**src/rtl/rd_lane_sched.sv**
```systemverilog
// Read-return scheduler: releases lane FIFO pops only when a beat is owed and all lanes hold data.
// Supervises lane skew, return timeout and outstanding overflow; any error flushes the FIFOs.
//
// state    | meaning
// ---------+-----------------------------------------------
// S_IDLE   | no read beats outstanding
// S_ACTIVE | beats outstanding, pops allowed when all lanes ready
// S_ERROR  | sticky error latched, FIFOs flushed until clr_err
module rd_lane_sched #(
   parameter int  IOG_DQS_LANES   = 2,
   parameter int  MAX_OUTSTANDING = 8,
   parameter int  SKEW_LIMIT      = 16,
   parameter int  TIMEOUT_CYCLES  = 64,
   localparam int CNT_W           = $clog2(MAX_OUTSTANDING + 1)
) (
   input  logic                     SCLK,
   input  logic                     reset_n,
   input  logic                     dfi_rddata_en,
   input  logic [IOG_DQS_LANES-1:0] entries_in_FIFO_N,
   input  logic                     clr_err,
   output logic                     read_FIFO_en,
   output logic                     dfi_rddata_valid,
   output logic                     fifo_flush,
   output logic [CNT_W-1:0]         outstanding,
   output logic                     skew_err,
   output logic                     timeout_err,
   output logic                     ovf_err
);

   localparam int SKW_W = $clog2(SKEW_LIMIT + 1);
   localparam int TMO_W = $clog2(TIMEOUT_CYCLES + 1);

   typedef enum logic [1:0] {
      S_IDLE   = 2'd0,
      S_ACTIVE = 2'd1,
      S_ERROR  = 2'd2
   } state_t;

   state_t           state;
   logic [SKW_W-1:0] skew_tmr;
   logic [TMO_W-1:0] tmo_tmr;
   logic [CNT_W-1:0] cnt_nxt;
   logic             all_rdy;
   logic             any_rdy;
   logic             push;
   logic             pop;
   logic             skew_cond;
   logic             tmo_cond;
   logic             skew_hit;
   logic             tmo_hit;
   logic             ovf_hit;
   logic             err_hit;

   assign all_rdy      = &entries_in_FIFO_N;
   assign any_rdy      = |entries_in_FIFO_N;
   assign read_FIFO_en = (state == S_ACTIVE) && all_rdy;
   assign pop          = read_FIFO_en;
   assign push         = dfi_rddata_en && (state != S_ERROR);

   // Timers hold the number of qualifying cycles left before the limit trips.
   assign skew_cond = any_rdy && !all_rdy && (state != S_ERROR);
   assign tmo_cond  = (state == S_ACTIVE) && !pop;
   assign skew_hit  = skew_cond && (skew_tmr == SKW_W'(1));
   assign tmo_hit   = tmo_cond && (tmo_tmr == TMO_W'(1));
   assign ovf_hit   = push && !pop && (outstanding == CNT_W'(MAX_OUTSTANDING));
   assign err_hit   = skew_hit || tmo_hit || ovf_hit;

   always_comb begin
      cnt_nxt = outstanding;
      if (push && !pop && !ovf_hit)
         cnt_nxt = outstanding + CNT_W'(1);
      else if (pop && !push)
         cnt_nxt = outstanding - CNT_W'(1);
   end

   always_ff @(posedge SCLK or negedge reset_n) begin
      if (!reset_n) begin
         state            <= S_IDLE;
         outstanding      <= '0;
         dfi_rddata_valid <= 1'b0;
         fifo_flush       <= 1'b0;
         skew_err         <= 1'b0;
         timeout_err      <= 1'b0;
         ovf_err          <= 1'b0;
         skew_tmr         <= SKW_W'(SKEW_LIMIT);
         tmo_tmr          <= TMO_W'(TIMEOUT_CYCLES);
      end else begin
         dfi_rddata_valid <= read_FIFO_en;
         case (state)
            S_ERROR: begin
               skew_tmr <= SKW_W'(SKEW_LIMIT);
               tmo_tmr  <= TMO_W'(TIMEOUT_CYCLES);
               if (clr_err) begin
                  state       <= S_IDLE;
                  outstanding <= '0;
                  fifo_flush  <= 1'b0;
                  skew_err    <= 1'b0;
                  timeout_err <= 1'b0;
                  ovf_err     <= 1'b0;
               end
            end
            default: begin
               outstanding <= cnt_nxt;
               skew_tmr    <= skew_cond ? skew_tmr - SKW_W'(1) : SKW_W'(SKEW_LIMIT);
               tmo_tmr     <= tmo_cond ? tmo_tmr - TMO_W'(1) : TMO_W'(TIMEOUT_CYCLES);
               if (err_hit) begin
                  state       <= S_ERROR;
                  fifo_flush  <= 1'b1;
                  skew_err    <= skew_hit;
                  timeout_err <= tmo_hit;
                  ovf_err     <= ovf_hit;
               end else if (cnt_nxt == '0) begin
                  state <= S_IDLE;
               end else begin
                  state <= S_ACTIVE;
               end
            end
         endcase
      end
   end

endmodule

```
**config.mk**
```make
export PLATFORM = sky130hd
export DESIGN_NAME = rd_lane_sched
export DESIGN_NICKNAME = d
export VERILOG_FILES = /design/src/rtl/rd_lane_sched.sv
export SDC_FILE = /design/constraint.sdc
export NUM_CORES = 1
export LEC_CHECK = 0
export CORE_ASPECT_RATIO = 0.7
export CORE_MARGIN = 2
export CORE_UTILIZATION = 42
export DETAILED_ROUTE_END_ITERATION = 10
export HOLD_SLACK_MARGIN = 0.02
export PLACE_DENSITY = 0.68
export SYNTH_ARGS = -nofsm -noshare
export SYNTH_HDL_FRONTEND = slang
export SYNTH_SLANG_ARGS = --single-unit
```
**constraint.sdc**
```tcl
create_clock -name SCLK -period 3.6 [get_ports SCLK]
set_input_delay 1.08 -clock SCLK [delete_from_list [all_inputs] [get_ports SCLK]]
set_output_delay 1.08 -clock SCLK [all_outputs]
set_load 0.1 [all_outputs]
```
== Yosys cells after proc, flatten, opt, wreduce, memory -nomap -nowiden ==
Cells that the tools add are included.
Cells by class
  reduce and logical (&&, ||, !) cells: 22
  mux-type cells: 21
  equality and inequality tests: 7
  $add $sub $neg: 4
Operators with widths (number)
  $mux 4: 4
  $mux 7: 2
  $logic_and 1x1->1: 11
  $mux 1: 10
  $mux 5: 2
  $eq 7x1->1 const B: 1
  $sub 7x1->7 const B: 1
  $mux 2: 3
  $eq 5x1->1 const B: 1
  $sub 5x1->5 const B: 1
  $add 4x1->4 const B: 1
  $eq 4x4->1 const B: 1
  $logic_not 1->1: 4
  $logic_not 4->1: 1
  $ne 2x2->1 const B: 2
  $reduce_and 2->1: 2
  $sub 4x1->4 const B: 1
  $eq 2x1->1 const B: 1
  $eq 2x2->1 const B: 1
  $logic_or 1x1->1: 2
  $reduce_bool 2->1: 1
  $reduce_or 2->1: 1
Word-level totals
  output and inout port bits: 10
  input bits: 6
  register bits: 23

== Logic depth before layout (Yosys ltp) ==
  depth in word-level cells: 12
  gate-level depth with buffers: 7
  mapped depth without buffers: 7

== Worst setup path before layout ==
No wires, ideal clock.
  kind: input -> output
  from: in entries_in_FIFO_N[0]
  to: out read_FIFO_en
  path slack: 494 ps
  buffers on the path: 0
  cell stages on the path: 3
  data required time: 2520 ps
  arrival time: 2026 ps
  cell sequence: ha_1 -> nand3b_4 -> inv_1
On the way
  longest elaborated chain between the ends: 2
RTL lines
  from (decl): line 19  | input logic [IOG_DQS_LANES-1:0] entries_in_FIFO_N,
  $reduce_and 2->1: line 54  | assign all_rdy = &entries_in_FIFO_N;
  $logic_and 1x1->1: line 56  | assign read_FIFO_en = (state == S_ACTIVE) && all_rdy;
  to (decl): line 21  | output logic read_FIFO_en,
No other way between the ends.

== Worst setup path after layout ==
Same ends and word-level chain as after synthesis.

==> implementation parameters <==
Parameter                              Value

Place
  RePlAce Congestion    0.8114
  IO Port Bufs    15
  Detailed placement HPWL    1808 um

Setup path
  Critical Path End Type    output pin
  Critical path arrival    2.23 ns
  Flop-to-flop setup slack    1.71 ns
  Required time reported for the critical path endpoint    2.52 ns
  CP max FO    6
  CP Class    in -> out
  Critical Path Start Type    input port

STA
  Final Setup Violations    0
  Setup TNS Final    0 ns
  Final Hold Vio Count    0
  Worst relative slew slack    63.77%
  Unrepaired setup endpoints after global routing    no
  Setup skew after layout    0.005522 ns
  Period Utilization, post-route    91.87%
  Final Max Slew Viols    0
  Time the final worst path needs with I/O delays and setup    3.307 ns
  Tightest Pin Transition    0.5435 ns
  Upper clock frequency limit    302.4 MHz
  Smallest hold slack    0.4900 ns

Synth
  Syn avg cell area    10.01 um^2
  Library cells used by synthesis    38
  Total of warnings raised by yosys    0
  Portion of synthesized cell area occupied by the leading cell type    41.02%
  Post-synth top flop    dfrtp_1
  Synth Net Count    142
  Sequential area share after synthesis    45.12%
  Yosys reg bits    23
  Area contributors post-synth    dfrtp_1 (41%), ha_1 (7.8%), dfstp_2 (4.1%), xnor2_1 (4.1%), nand2_1 (3.8%)
  Async SR Flop Fraction    100.0%
  Number of standard cells after synthesis    128
  Cell taking the most area after synthesis    dfrtp_1
  Combined area of all synthesized cells    1281 um^2
  EDFF count, synth    0

Clock network
  Number of H-tree branching levels    1
  Insertion delay of the later-clocked pin in the worst-skew pair    0.27 ns
  CTS Root Cell    clkbuf_8
  TritonCTS clock tree    yes
  Resized cells post-CTS    0
  Count of clock tree sinks    23
  Clock transition at the registers of the reported paths    0.08 ns
  Setup repair bufs after CTS    0
  CTS buffer count    3
  Total of hold buffers inserted after clock tree synthesis    0
  Clock buffer depth    2

GRT
  Global-route wire length before repair    3939 um
  Total overflow reported by the global router    0
  Antenna violations before repair    0
  Via count of the first global-routing pass    861
  Largest net degree at the start of global routing    24
  Global routing usage summed across all routing layers    14.44%

Final layout
  Relative area change from synthesis to final layout    16.31%
  Most frequent standard cell in the layout excluding fill and tap cells    dfrtp_1
  Layout cell share with drive strength beyond 1    17.93%
  Leading cell types in the layout, fill and taps excluded    dfrtp_1 (21), nand2_1 (13), nor2_1 (13)
  Antenna fix cells    0
  Post-layout net count    160
  Filler cell count in the final layout    264

Worst hold path
  Kind of path behind the tightest hold check    reg -> reg

Floorplanning
  Initial Utilization    45.07%
  Site Rows    16
  Chip width    70.02 um
  Ports placed on the boundary    16
  Standard cell core area    2843 um^2
  Die area    3515 um^2
  Vertical die dimension    50.21 um

Drt
  Mean routed wirelength per cell    13.05 um
  Final wirelength    2362 um
  Total via count in the routed design    935
  Antenna-violating nets left    0
  Initial DRT Pass Iterations    4
  Detailed Route Iter0 Violations    103
  DRC Markers    0
  Mean number of vias per cell    5.166

Run status
  Outcome    finished, final reports clean

Run
  Maxcap violations    0
critical path, stage by stage:
cell	delay, ns
clkdlybuf4s50_1	0.46
ha_1	0.25
nand3b_4	0.13
inv_1	0.13
buf_12	0.18
worst paths after layout:
path | startpoint | endpoint | depth (start not counted)
worst min register to register | fifo_flush | fifo_flush | 2
worst max register to register | state[0] | outstanding[1] | 5
worst max-delay path | entries_in_FIFO_N[0] | read_FIFO_en | 5
worst min-delay path | fifo_flush | fifo_flush | 2
max in group asynchronous | reset_n | skew_tmr[4] | 2
min in group asynchronous | reset_n | tmo_tmr[1] | 2
metal layers:
| metal | routed length (um) | GRT usage [%] | vias to the layer above |
|---|---|---|---|
| li1 | - | - | 474 |
| met1 | 1215 | 21.36 | 439 |
| met2 | 1022 | 20.48 | 20 |
| met3 | 116 | 5.020 | 2 |
| met4 | 8 | 2.885 | 0 |
| met5 | 0 | 0 | - |
final cells by class:
class	instances	area, um^2	area share [%]
Multi-Input combinational cell	90	631.9	42.40
Inverter	12	45.04	3.023
Tap cell	36	45.04	3.023
Clock buffer	4	45.04	3.023
Timing Repair Buffer	16	145.1	9.740
Sequential cell	23	578.1	38.79
cell families (layout without fill, tap and decap cells):
group                      after synthesis  after routing  share of synthesized area [%]
and+or+nand+nor                         51             51                          22.66
buffers and inverters                   15             32                          5.566
AOI/OAI and AO/OA                       22             22                          12.60
muxes                                    1              1                         0.7813
adders and majority gates                8              8                          7.813
DFF                                     23             23                          45.12
xor gates and xnor gates                 8              8                          5.469
synthesized netlist by cell type, drive strengths merged, types with 3 or more instances:
cell type,count
dfrtp,21
and3,4
a31oi,4
nor3,3
ha,8
inv,12
o21ai,8
nor2,13
a21oi,5
xnor2,6
nand2,13
nand4,4
metrics by stage:
stage	cells	util, %	worst slack [ns]	instance area [um^2]
finish	181	52.42	0.2927	1490
global route	181	52.42	0.2262	1490
CTS	181	52.42	0.2897	1490
detailed placement	177	50.84	0.2944	1445
global placement	177	50.84	0.3165	1445
floorplan	128	-	0.4945	1281
flip-flops by register name, summed over array words and instances (netlist names), 2 cells and up:
register / count
state: 2
skew_tmr: 5
outstanding: 4
tmo_tmr: 7
Power is not shown: default switching activity piles up to over one toggle a cycle in this logic, so the estimate is an artifact.
